[src/rtl/alu181_nibble_seq.sv]
// Nibble-serial sequencer around one external 74181: a W-bit operation is run
// one 4-bit slice per cycle, LSB first, with the carry rippled through a register.
module alu181_nibble_seq #(
  parameter int NIBBLES = 4
) (
  input  logic                 clk,
  input  logic                 rst,
  input  logic                 in_valid,
  output logic                 in_ready,
  input  logic [4*NIBBLES-1:0] op_a,
  input  logic [4*NIBBLES-1:0] op_b,
  input  logic [3:0]           op_s,
  input  logic                 op_m,
  input  logic                 op_cn_n,
  output logic [3:0]           alu_a,
  output logic [3:0]           alu_b,
  output logic [3:0]           alu_s,
  output logic                 alu_m,
  output logic                 alu_cn_n,
  input  logic [3:0]           alu_f,
  input  logic                 alu_a_b,
  input  logic                 alu_cn4_n,
  output logic                 out_valid,
  input  logic                 out_ready,
  output logic [4*NIBBLES-1:0] out_f,
  output logic                 out_cn_n,
  output logic                 out_a_b,
  output logic                 out_zero
);

  localparam int W  = 4 * NIBBLES;
  localparam int KW = (NIBBLES > 1) ? $clog2(NIBBLES) : 1;
  localparam logic [KW-1:0] K_LAST = KW'(NIBBLES - 1);

  typedef enum logic [1:0] {IDLE, RUN, DONE} state_e;

  state_e        state_q;
  logic [KW-1:0] k_q;
  logic [W-1:0]  a_q, b_q, res_q;
  logic          eq_q;
  logic [3:0]    alu_a_q, alu_b_q, alu_s_q;
  logic          alu_m_q, alu_cn_n_q;
  logic          out_valid_q, out_cn_n_q, out_a_b_q, out_zero_q;
  logic [W-1:0]  out_f_q;

  logic          accept;
  logic [W-1:0]  res_d;
  logic          eq_d;
  logic [KW-1:0] k_d;

  assign in_ready = (state_q == IDLE) | ((state_q == DONE) & out_ready);
  assign accept   = in_valid & in_ready;

  // NOTE: every always_comb output gets a default first, so no path can infer a latch.
  always_comb begin
    res_d = res_q;
    res_d[{k_q, 2'b00} +: 4] = alu_f;
    eq_d  = eq_q & alu_a_b;
    k_d   = k_q + KW'(1);
  end

  // NOTE: state registers use non-blocking assignments only, so every read sees the pre-edge value.
  always_ff @(posedge clk or posedge rst) begin
    if (rst) begin
      state_q     <= IDLE;
      k_q         <= '0;
      a_q         <= '0;
      b_q         <= '0;
      res_q       <= '0;
      eq_q        <= 1'b1;
      alu_a_q     <= '0;
      alu_b_q     <= '0;
      alu_s_q     <= '0;
      alu_m_q     <= 1'b0;
      alu_cn_n_q  <= 1'b1;
      out_valid_q <= 1'b0;
      out_f_q     <= '0;
      out_cn_n_q  <= 1'b1;
      out_a_b_q   <= 1'b0;
      out_zero_q  <= 1'b1;
    end else begin
      case (state_q)
        RUN: begin
          res_q <= res_d;
          eq_q  <= eq_d;
          if (k_q == K_LAST) begin
            // Slice operands and carry stay on the bus until the next acceptance.
            state_q     <= DONE;
            k_q         <= '0;
            out_valid_q <= 1'b1;
            out_f_q     <= res_d;
            out_cn_n_q  <= alu_cn4_n;
            out_a_b_q   <= eq_d;
            out_zero_q  <= (res_d == '0);
          end else begin
            k_q        <= k_d;
            alu_a_q    <= a_q[{k_d, 2'b00} +: 4];
            alu_b_q    <= b_q[{k_d, 2'b00} +: 4];
            alu_cn_n_q <= alu_cn4_n;
          end
        end
        default: begin
          if (accept) begin
            state_q     <= RUN;
            k_q         <= '0;
            a_q         <= op_a;
            b_q         <= op_b;
            eq_q        <= 1'b1;
            alu_a_q     <= op_a[3:0];
            alu_b_q     <= op_b[3:0];
            alu_s_q     <= op_s;
            alu_m_q     <= op_m;
            alu_cn_n_q  <= op_cn_n;
            out_valid_q <= 1'b0;
          end else if ((state_q == DONE) && out_ready) begin
            state_q     <= IDLE;
            out_valid_q <= 1'b0;
          end
        end
      endcase
    end
  end

  assign alu_a     = alu_a_q;
  assign alu_b     = alu_b_q;
  assign alu_s     = alu_s_q;
  assign alu_m     = alu_m_q;
  assign alu_cn_n  = alu_cn_n_q;
  assign out_valid = out_valid_q;
  assign out_f     = out_f_q;
  assign out_cn_n  = out_cn_n_q;
  assign out_a_b   = out_a_b_q;
  assign out_zero  = out_zero_q;

endmodule

[config.mk]
export PLATFORM = sky130hd
export DESIGN_NAME = alu181_nibble_seq
export DESIGN_NICKNAME = d
export VERILOG_FILES = /design/src/rtl/alu181_nibble_seq.sv
export SDC_FILE = /design/constraint.sdc
export NUM_CORES = 1
export LEC_CHECK = 0
export ABC_CLOCK_PERIOD_IN_PS = 2700
export CAP_MARGIN = 10
export CORE_UTILIZATION = 46
export CTS_CLUSTER_DIAMETER = 40
export DETAILED_ROUTE_END_ITERATION = 7
export GPL_TIMING_DRIVEN = 0
export HOLD_SLACK_MARGIN = 0.1
export PLACE_DENSITY = 0.76
export SYNTH_ARGS = -nofsm -noshare
export SYNTH_HDL_FRONTEND = slang
export SYNTH_SLANG_ARGS = --single-unit
[constraint.sdc]
create_clock -name clk -period 2.7 [get_ports clk]
set_clock_uncertainty 0.05 [all_clocks]
set_input_delay 0.27 -clock clk [delete_from_list [all_inputs] [get_ports clk]]
set_output_delay 0.27 -clock clk [all_outputs]
set_load 0.005 [all_outputs]
==> flow_summary.html, run 1 <==
<table>
<tr><th>Metric</th><th>Value</th></tr>
<tr><th colspan="2">Yosys</th></tr>
<tr><td>Mapped Nets</td><td>446</td></tr>
<tr><td>Dominant synthesized flop cell</td><td>sky130_fd_sc_hd__dfrtp_1</td></tr>
<tr><td>Biggest area contributors in the synthesized netlist</td><td>sky130_fd_sc_hd__dfrtp_1, sky130_fd_sc_hd__nand2_1, sky130_fd_sc_hd__mux4_2</td></tr>
<tr><td>Total of warnings raised by yosys</td><td>0</td></tr>
<tr><td>Share of Yosys cell area claimed by the top area cell type</td><td>51.8%</td></tr>
<tr><td>Netlist cell types</td><td>47</td></tr>
<tr><td>Cell type contributing the most total cell area after synthesis</td><td>sky130_fd_sc_hd__dfrtp_1</td></tr>
<tr><td>Number of enable flip-flop cells after synthesis</td><td>0</td></tr>
<tr><td>Post-synthesis instance area</td><td>3960 µm²</td></tr>
<tr><td>Register bit total from synthesis</td><td>86</td></tr>
<tr><td>Post-synthesis async set-or-reset flop share</td><td>100%</td></tr>
<tr><td>Gate count of the mapped netlist</td><td>392</td></tr>
<tr><td>Seq/Total Area, Yosys</td><td>54.5%</td></tr>
<tr><td>Synth Area per Inst</td><td>10.1 µm²</td></tr>
<tr><th colspan="2">CTS</th></tr>
<tr><td>H-tree depth</td><td>3</td></tr>
<tr><td>Clock tree buffer depth</td><td>2</td></tr>
<tr><td>Inserted Clock Buffers</td><td>9</td></tr>
<tr><td>Number of clock sinks</td><td>86</td></tr>
<tr><td>Clock Pin Slew Worst Setup and Hold Paths</td><td>0.08 ns</td></tr>
<tr><td>Worst-skew pair later-pin latency</td><td>0.36 ns</td></tr>
<tr><td>Number of buffers added for setup after CTS</td><td>0</td></tr>
<tr><td>CTS root buf</td><td>sky130_fd_sc_hd__clkbuf_8</td></tr>
<tr><td>Count of hold-fix buffers inserted at cts</td><td>0</td></tr>
<tr><td>TritonCTS clock tree</td><td>done</td></tr>
<tr><th colspan="2">Global routing</th></tr>
<tr><td>GRT overflow</td><td>0</td></tr>
<tr><td>First-pass GRT wire length</td><td>16.4 mm</td></tr>
<tr><td>Overall global routing resource usage</td><td>24.2%</td></tr>
<tr><td>Via count of the first global-routing pass</td><td>3374</td></tr>
<tr><td>Number of antenna violations at the first check in global routing</td><td>0</td></tr>
<tr><td>Pin count of the biggest net entering global routing</td><td>52</td></tr>
<tr><th colspan="2">Floorplanning</th></tr>
<tr><td>Total number of placement rows</td><td>33</td></tr>
<tr><td>Die ar.</td><td>8980 µm²</td></tr>
<tr><td>Initial Util</td><td>47.9%</td></tr>
<tr><td>Die span in y</td><td>94.8 µm</td></tr>
<tr><td>Placeable core region</td><td>8260 µm²</td></tr>
<tr><td>Die width</td><td>94.8 µm</td></tr>
<tr><td>I/O pin total</td><td>83</td></tr>
<tr><th colspan="2">Placement</th></tr>
<tr><td>Final GP Congestion</td><td>0.845</td></tr>
<tr><td>Post-placement cell area</td><td>4910 µm²</td></tr>
<tr><td>Pre-CTS setup slack</td><td>0.285 ns</td></tr>
<tr><td>Cell count after placement</td><td>577</td></tr>
<tr><td>Sum of net half-perimeters after detailed placement</td><td>6.90 mm</td></tr>
<tr><td>Input/output buffers</td><td>79</td></tr>
<tr><th colspan="2">Drt</th></tr>
<tr><td>Post-route DRC violation count</td><td>0</td></tr>
<tr><td>Antenna Violating Nets Remaining</td><td>0</td></tr>
<tr><td>Routed vias</td><td>3251</td></tr>
<tr><td>Per-cell routed wire length</td><td>16.7 µm</td></tr>
<tr><td>DR vias/cell</td><td>5.48</td></tr>
<tr><td>1st-iter DRT viols</td><td>142</td></tr>
<tr><td>Total iterations of the first detailed-routing run</td><td>4</td></tr>
<tr><td>Total Routed Length</td><td>9.88 mm</td></tr>
<tr><th colspan="2">STA</th></tr>
<tr><td>Slew margin rel.</td><td>61.8%</td></tr>
<tr><td>Fraction of the cycle the final worst path needs</td><td>87.5%</td></tr>
<tr><td>Final Hold Slack</td><td>0.165 ns</td></tr>
<tr><td>Unrepaired setup endpoints after global routing</td><td>false</td></tr>
<tr><td>Final worst-path setup slack</td><td>0.338 ns</td></tr>
<tr><td>Fin crit period</td><td>2.36 ns</td></tr>
<tr><td>Maximum operating frequency</td><td>423 MHz</td></tr>
<tr><td>Final number of setup-violating endpoints</td><td>0</td></tr>
<tr><td>Final Hold Violating Endpoints</td><td>0</td></tr>
<tr><td>Sum of negative setup slack</td><td>0 ns</td></tr>
<tr><td>Worst Tran Pin Value</td><td>0.573 ns</td></tr>
<tr><td>Total count of max-transition violations in the final report</td><td>0</td></tr>
<tr><th colspan="2">Cells and area</th></tr>
<tr><td>Number of nets in the finished design</td><td>537</td></tr>
<tr><td>Final design area excluding fillers</td><td>5150 µm²</td></tr>
<tr><td>Non-filler instance count after layout</td><td>593</td></tr>
<tr><td>Most used cells in the layout excluding fill and tap cells</td><td>sky130_fd_sc_hd__nand2_1, sky130_fd_sc_hd__dfrtp_1, sky130_fd_sc_hd__clkdlybuf4s50_1</td></tr>
<tr><td>Most common library cell in the layout ignoring fill and taps</td><td>sky130_fd_sc_hd__nand2_1</td></tr>
<tr><td>Final Core Density</td><td>62.3%</td></tr>
<tr><td>Antenna fix cells</td><td>0</td></tr>
<tr><td>Layout cell share with drive strength beyond 1</td><td>11.3%</td></tr>
<tr><td>Fill cells</td><td>686</td></tr>
<tr><td>Synthesis-to-layout area growth</td><td>30.0%</td></tr>
<tr><th colspan="2">Critical path</th></tr>
<tr><td>CP startpoint kind</td><td>flip-flop</td></tr>
<tr><td>Category of the most critical setup path</td><td>flip-flop to flip-flop</td></tr>
<tr><td>Kind of end point of the critical path</td><td>flip-flop</td></tr>
<tr><td>Worst reg-to-reg path cell count</td><td>9</td></tr>
<tr><td>Data required time at the worst endpoint</td><td>2.92 ns</td></tr>
<tr><td>Data arrival, critical path</td><td>2.59 ns</td></tr>
<tr><td>Critical Path Fanout Max</td><td>10</td></tr>
<tr><th colspan="2">Min path</th></tr>
<tr><td>Worst Hold Depth</td><td>2</td></tr>
<tr><td>Path class of the lowest-slack min-delay path</td><td>input pin to flip-flop</td></tr>
<tr><th colspan="2">Flow run</th></tr>
<tr><td># Max-Cap Violations</td><td>0</td></tr>
<tr><th colspan="2">Outcome</th></tr>
<tr><td>Status</td><td>finished, final reports clean</td></tr>
<tr><th colspan="2">Pwr</th></tr>
<tr><td>Overall power</td><td>2.45 mW</td></tr>
<tr><td>Cell Pwr Density</td><td>477 nW/µm²</td></tr>
<tr><td>Leak pwr</td><td>2.48 nW</td></tr>
<tr><td>Highest ir drop seen on vdd</td><td>0.295 mV</td></tr>
</table>
## Yosys cell counts, types with 2 or more instances
library cell               number
sky130_fd_sc_hd__nor2_1         9
sky130_fd_sc_hd__a221oi_1       4
sky130_fd_sc_hd__a31oi_1        4
sky130_fd_sc_hd__ha_1           6
sky130_fd_sc_hd__and2_1         2
sky130_fd_sc_hd__a21oi_1        8
sky130_fd_sc_hd__inv_1         10
sky130_fd_sc_hd__and4_1         2
sky130_fd_sc_hd__a22o_1         6
sky130_fd_sc_hd__o32a_1         6
sky130_fd_sc_hd__buf_4          4
sky130_fd_sc_hd__buf_2          7
sky130_fd_sc_hd__nor3_1         2
sky130_fd_sc_hd__dfrtp_1       82
sky130_fd_sc_hd__nand2_1      140
sky130_fd_sc_hd__mux2_2         2
sky130_fd_sc_hd__o21a_1         7
sky130_fd_sc_hd__nor2b_1        9
sky130_fd_sc_hd__nand4b_1       2
sky130_fd_sc_hd__clkbuf_1      10
sky130_fd_sc_hd__a22o_2         2
sky130_fd_sc_hd__a32o_1         4
sky130_fd_sc_hd__o21ai_0       21
sky130_fd_sc_hd__dfstp_2        4
sky130_fd_sc_hd__o31ai_1        2
sky130_fd_sc_hd__mux4_2         8
sky130_fd_sc_hd__a22oi_1        6
sky130_fd_sc_hd__o211ai_1       2
sky130_fd_sc_hd__buf_6          3
## registers in the layout, indices dropped and copies added (netlist names)
| signal | flops |
|---|---|
| res_q | 16 |
| alu_cn_n | 1 |
| a_q | 16 |
| alu_m | 1 |
| out_a_b | 1 |
| state_q | 2 |
| out_cn_n | 1 |
| b_q | 16 |
| alu_s | 4 |
| out_f | 16 |
| alu_b | 4 |
| alu_a | 4 |
| eq_q | 1 |
| out_zero | 1 |
| k_q | 2 |
## worst max-delay path, stage by stage (launching register included)
cell and delay (ns):
sky130_fd_sc_hd__dfrtp_1 0.42, sky130_fd_sc_hd__buf_6 0.19, sky130_fd_sc_hd__inv_1 0.13, sky130_fd_sc_hd__ha_1 0.31, sky130_fd_sc_hd__buf_6 0.16, sky130_fd_sc_hd__buf_8 0.15, sky130_fd_sc_hd__and3b_2 0.21, sky130_fd_sc_hd__a32oi_1 0.28
sky130_fd_sc_hd__o2111ai_1 0.17, sky130_fd_sc_hd__o31ai_2 0.21
## logic make-up (layout without fill, tap and decap cells)
family / after synthesis / after routing / share of synthesized area (%)
fa+ha+maj: 6 / 6 / 1.90
buf+inv: 35 / 131 / 4.77
mux: 10 / 10 / 5.12
flops: 86 / 86 / 54.5
compound gates: 80 / 80 / 14.7
simple gates: 175 / 175 / 19.0
## per-layer routing
| layer | vias to the layer above | routed length, µm | GRT usage [%] |
|---|---|---|---|
| met5 | - | 0 | 0 |
| met2 | 106 | 4870 | 39.7 |
| met1 | 1601 | 4330 | 31.9 |
| met3 | 13 | 559 | 5.56 |
| li1 | 1531 | - | - |
| met4 | 0 | 122 | 7.32 |
## layout make-up
type | count | area (µm²) | share of cell area (%)
buffer | 25 | 151 | 2.94
sequential | 86 | 2160 | 41.9
tap | 105 | 131 | 2.55
inverter | 10 | 40.0 | 0.778
clock buffer | 10 | 138 | 2.67
multi-input combinational | 271 | 1620 | 31.4
clock inverter | 6 | 93.8 | 1.82
timing repair buffer | 80 | 818 | 15.9
## worst paths after layout
check                      startpoint        end  slack, ns
max                            k_q[0]   out_zero       0.34
min                          alu_f[3]  res_q[11]       0.16
max reg2reg                    k_q[0]   out_zero       0.34
min reg2reg                   a_q[15]    a_q[15]       0.43
max in group asynchronous         rst   alu_cn_n       1.73
min in group asynchronous         rst   out_f[3]       0.23
## power breakdown
group	leakage (nW)	internal [mW]	switching (mW)
sequential	1.06	1.29	0.000392
clock	0.113	0.553	0.492
combinational	1.30	0.0693	0.0515
## repair_timing
item                                    4_1_cts  5_1_grt
endpoints found under the hold margin         0        0
gates resized for setup                       0        1
endpoints found under the setup margin        0        2
Power figures use the tool's default switching activity.
==> run 2, diff against run 1 <==
Settings changed: GPL_ROUTABILITY_DRIVEN set to 0, SLEW_MARGIN set to 25.
==> results of run 2 <==
No change in the layout: final DEF, timing and power equal those of run 1.
==> run 3, diff against run 2 <==
Settings changed: ABC_AREA set to 1, SETUP_SLACK_MARGIN set to 0.05, TNS_END_PERCENT set to 100.
==> flow_summary.html, run 3 <==
<table>
<tr><th>Metric</th><th>Value</th></tr>
<tr><th colspan="2">Outcome</th></tr>
<tr><td>Status</td><td>finished, final reports clean</td></tr>
<tr><th colspan="2">CTS</th></tr>
<tr><td>TritonCTS clock tree</td><td>done</td></tr>
<tr><td>Clock tree buffer depth</td><td>2</td></tr>
<tr><td>CTS root buf</td><td>sky130_fd_sc_hd__clkbuf_8</td></tr>
<tr><td>Inserted Clock Buffers</td><td>9</td></tr>
<tr><td>H-tree depth</td><td>3</td></tr>
<tr><td>Number of clock sinks</td><td>86</td></tr>
<tr><td>Worst-skew pair later-pin latency</td><td>0.35 ns</td></tr>
<tr><td>Clock Pin Slew Worst Setup and Hold Paths</td><td>0.09 ns</td></tr>
<tr><th colspan="2">Yosys</th></tr>
<tr><td>Share of Yosys cell area claimed by the top area cell type</td><td>51.1%</td></tr>
<tr><td>Seq/Total Area, Yosys</td><td>53.7%</td></tr>
<tr><td>Xor and xnor area share after synthesis</td><td>0%</td></tr>
<tr><td>Gate count of the mapped netlist</td><td>507</td></tr>
<tr><td>Post-synthesis instance area</td><td>4020 µm²</td></tr>
<tr><td>Post-synthesis mux area share</td><td>0%</td></tr>
<tr><td>Adder and majority gate portion of the synthesized area</td><td>1.87%</td></tr>
<tr><td>Cell type contributing the most total cell area after synthesis</td><td>sky130_fd_sc_hd__dfrtp_1</td></tr>
<tr><td>Dominant combinational cell family by area after synthesis</td><td>simple AND/OR/NAND/NOR gates</td></tr>
<tr><td>Number of enable flip-flop cells after synthesis</td><td>0</td></tr>
<tr><td>Synth Area per Inst</td><td>7.92 µm²</td></tr>
<tr><td>Simple-gate area share of the yosys netlist</td><td>31.0%</td></tr>
<tr><td>Synth Area in Compound Gates</td><td>7.20%</td></tr>
<tr><td>Biggest area contributors in the synthesized netlist</td><td>sky130_fd_sc_hd__dfrtp_1, sky130_fd_sc_hd__nand2_1, sky130_fd_sc_hd__nand3_1</td></tr>
<tr><td>Top post-synthesis cells by count</td><td>sky130_fd_sc_hd__nand2_1, sky130_fd_sc_hd__dfrtp_1, sky130_fd_sc_hd__nand3_1</td></tr>
<tr><td>Most common cell in the synthesized netlist</td><td>sky130_fd_sc_hd__nand2_1</td></tr>
<tr><td>Post-synthesis async set-or-reset flop share</td><td>100%</td></tr>
<tr><td>Register bit total from synthesis</td><td>86</td></tr>
<tr><td>Total of warnings raised by yosys</td><td>0</td></tr>
<tr><td>Dominant synthesized flop cell</td><td>sky130_fd_sc_hd__dfrtp_1</td></tr>
<tr><td>Mapped Nets</td><td>561</td></tr>
<tr><td>Netlist cell types</td><td>25</td></tr>
<tr><th colspan="2">Pwr</th></tr>
<tr><td>Part of the power in combinational logic</td><td>5.2%</td></tr>
<tr><td>Leak pwr</td><td>2.57 nW</td></tr>
<tr><td>Highest ir drop seen on vdd</td><td>0.297 mV</td></tr>
<tr><td>Internal cell power</td><td>1.73 mW</td></tr>
<tr><td>Sequential fraction of design power</td><td>57.4%</td></tr>
<tr><td>Sw frac</td><td>22.7%</td></tr>
<tr><td>Share of power burned in the clock network</td><td>37.4%</td></tr>
<tr><td>Cell Pwr Density</td><td>434 nW/µm²</td></tr>
<tr><td>Overall power</td><td>2.24 mW</td></tr>
<tr><td>Net switching component of the power</td><td>0.510 mW</td></tr>
<tr><th colspan="2">Floorplanning</th></tr>
<tr><td>Initial Util</td><td>48.1%</td></tr>
<tr><td>Die span in y</td><td>95.4 µm</td></tr>
<tr><td>I/O pin total</td><td>83</td></tr>
<tr><td>Total number of placement rows</td><td>33</td></tr>
<tr><td>Die width</td><td>95.4 µm</td></tr>
<tr><td>Placeable core region</td><td>8340 µm²</td></tr>
<tr><td>Die ar.</td><td>9110 µm²</td></tr>
<tr><th colspan="2">Drt</th></tr>
<tr><td>Post-route DRC violation count</td><td>0</td></tr>
<tr><td>Antenna Violating Nets Remaining</td><td>0</td></tr>
<tr><td>Total Routed Length</td><td>9.93 mm</td></tr>
<tr><td>DR vias/cell</td><td>5.10</td></tr>
<tr><td>Per-cell routed wire length</td><td>14.0 µm</td></tr>
<tr><td>1st-iter DRT viols</td><td>163</td></tr>
<tr><td>Routed vias</td><td>3618</td></tr>
<tr><td>Total iterations of the first detailed-routing run</td><td>5</td></tr>
<tr><th colspan="2">STA</th></tr>
<tr><td>Maximum operating frequency</td><td>409 MHz</td></tr>
<tr><td>Fraction of the cycle the final worst path needs</td><td>90.5%</td></tr>
<tr><td>Worst Tran Pin Value</td><td>0.514 ns</td></tr>
<tr><td>Total count of max-transition violations in the final report</td><td>0</td></tr>
<tr><td>Final Hold Slack</td><td>0.234 ns</td></tr>
<tr><td>Final number of setup-violating endpoints</td><td>0</td></tr>
<tr><td>Unrepaired setup endpoints after global routing</td><td>false</td></tr>
<tr><td>Slew margin rel.</td><td>65.8%</td></tr>
<tr><td>Final Hold Violating Endpoints</td><td>0</td></tr>
<tr><td>Fin crit period</td><td>2.44 ns</td></tr>
<tr><th colspan="2">Placement</th></tr>
<tr><td>Input/output buffers</td><td>82</td></tr>
<tr><td>Sum of net half-perimeters after detailed placement</td><td>7.20 mm</td></tr>
<tr><td>Post-placement cell area</td><td>5000 µm²</td></tr>
<tr><th colspan="2">Critical path</th></tr>
<tr><td>Slowest cell delay on critical path</td><td>0.41 ns</td></tr>
<tr><td>CP startpoint kind</td><td>flip-flop</td></tr>
<tr><td>FF-to-FF Start</td><td>k_q[0]</td></tr>
<tr><td>Data arrival, critical path</td><td>2.69 ns</td></tr>
<tr><td>Worst reg2reg endpoint</td><td>out_zero</td></tr>
<tr><td>Kind of end point of the critical path</td><td>flip-flop</td></tr>
<tr><td>Most prevalent standard cell on the critical path</td><td>sky130_fd_sc_hd__nand2_1</td></tr>
<tr><td>Data required time at the worst endpoint</td><td>2.94 ns</td></tr>
<tr><td>Category of the most critical setup path</td><td>flip-flop to flip-flop</td></tr>
<tr><td>Master of the slowest instance on the critical path</td><td>sky130_fd_sc_hd__dfrtp_1</td></tr>
<tr><td>Minimum setup slack among reg-to-reg paths</td><td>0.26 ns</td></tr>
<tr><td>Cell-by-cell trace of the critical path</td><td>buf_2 -&gt; inv_1 -&gt; buf_4 -&gt; ha_1 -&gt; buf_4 -&gt; inv_2 -&gt; nand3_2 -&gt; o21ai_0 -&gt; nor2_1 -&gt; nand2_1 -&gt; nor2_1 -&gt; nand2_1 -&gt; nand2_1</td></tr>
<tr><td>Critical Path Fanout Max</td><td>12</td></tr>
<tr><td>Worst reg-to-reg path cell count</td><td>13</td></tr>
<tr><th colspan="2">Global routing</th></tr>
<tr><td>GRT overflow</td><td>0</td></tr>
<tr><td>Number of antenna violations at the first check in global routing</td><td>0</td></tr>
<tr><td>Via count of the first global-routing pass</td><td>3505</td></tr>
<tr><td>Pin count of the biggest net entering global routing</td><td>53</td></tr>
<tr><td>First-pass GRT wire length</td><td>16.6 mm</td></tr>
<tr><td>Overall global routing resource usage</td><td>23.9%</td></tr>
<tr><th colspan="2">Cells and area</th></tr>
<tr><td>Layout cell share with drive strength beyond 1</td><td>7.93%</td></tr>
<tr><td>Antenna fix cells</td><td>0</td></tr>
<tr><td>Synthesis-to-layout area growth</td><td>28.8%</td></tr>
<tr><td>Final design area excluding fillers</td><td>5170 µm²</td></tr>
<tr><td>Most common library cell in the layout ignoring fill and taps</td><td>sky130_fd_sc_hd__nand2_1</td></tr>
<tr><td>Most used cells in the layout excluding fill and tap cells</td><td>sky130_fd_sc_hd__nand2_1, sky130_fd_sc_hd__dfrtp_1, sky130_fd_sc_hd__clkdlybuf4s50_1</td></tr>
<tr><td>Number of nets in the finished design</td><td>655</td></tr>
<tr><th colspan="2">Flow run</th></tr>
<tr><td># Max-Cap Violations</td><td>0</td></tr>
<tr><th colspan="2">Min path</th></tr>
<tr><td>Path class of the lowest-slack min-delay path</td><td>input pin to async pin</td></tr>
</table>
run 3: cell count changes after synthesis, sizes merged, moves of 8 or more:
| cell | change |
|---|---|
| a31oi | +9 |
| nand2 | +99 |
| nor2b | -9 |
| nand3 | +35 |
| nor2 | +22 |
| mux4 | -8 |
| a22o | -8 |
| inv | +27 |
run 3: layout make-up:
cell class | count | area, µm²
plain buffers | 21 | 111
fillers | 772 | 3170
flip-flops and latches | 86 | 2160
repair buffers | 83 | 848
inverters | 37 | 141
well taps | 105 | 131
clock buffers | 12 | 155
clock inverters | 3 | 20.0
multi-input cells | 363 | 1610
run 3: metrics by stage:
step / setup WS (ns) / std cells / util [%] / TNS, ns
after global placement: -1.15 / 694 / 59.6 / -94.79
after CTS: 0.226 / 710 / 62.0 / 0
after floorplan: 0.165 / 507 / - / 0
after global routing: 0.0632 / 710 / 62.0 / 0
final: 0.256 / 710 / 62.0 / 0
after detailed placement: 0.234 / 695 / 59.9 / 0
run 3: worst max-delay path by stage:
stage,cells past startpoint,start,end
2_1_floorplan,1,rst,a_q[0]
3_3_place_gp,2,rst,b_q[14]
3_5_place_dp,13,k_q[0],out_zero
4_1_cts,13,k_q[0],out_zero
5_1_grt,13,k_q[0],out_zero
6_report,13,k_q[0],out_zero
run 3: cells by family (layout without fill, tap and decap cells):
kind of cell	after synthesis	after routing
AOI/OAI and AO/OA	50	50
buffers and inverters	58	156
and+or+nand+nor	307	307
adders and majority gates	6	6
DFF	86	86
run 3: power groups by stage:
stage	Clock, mW	Sequential (mW)	Combinational [mW]
2_1_floorplan	0	1.31	0.0297
3_3_place_gp	0	1.31	0.111
3_5_place_dp	0	1.31	0.119
4_1_cts	0.851	1.29	0.119
5_1_grt	0.905	1.29	0.128
6_report	0.840	1.29	0.117
run 3: worst max-delay path, delay by kind of cell, from the launching register on:
kind / cells / cell delay [ns]
flip-flops: 1 / 0.41
AO/OA/AOI/OAI: 1 / 0.33
adder cells (fa/ha/maj): 1 / 0.30
AND/OR/NAND/NOR: 6 / 0.40
buffers and inverters: 5 / 0.89
run 3: repair_timing:
| item | in CTS | in global routing |
|---|---|---|
| setup buffers | 0 | 0 |
| setup endpoints to repair | 0 | 1 |
| hold buffers | 0 | 0 |
| resized for setup | 0 | 3 |
run 3: metal layers:
| metal | part of all wire [%] | track usage, % | vias to the layer above | wire length (µm) |
|---|---|---|---|---|
| li1 | - | - | 1774 | - |
| met1 | 42 | 30.9 | 1698 | 4140 |
| met2 | 51 | 39.9 | 127 | 5020 |
| met3 | 6.3 | 5.26 | 19 | 629 |
| met4 | 1.4 | 7.59 | 0 | 140 |
| met5 | 0 | 0 | - | 0 |
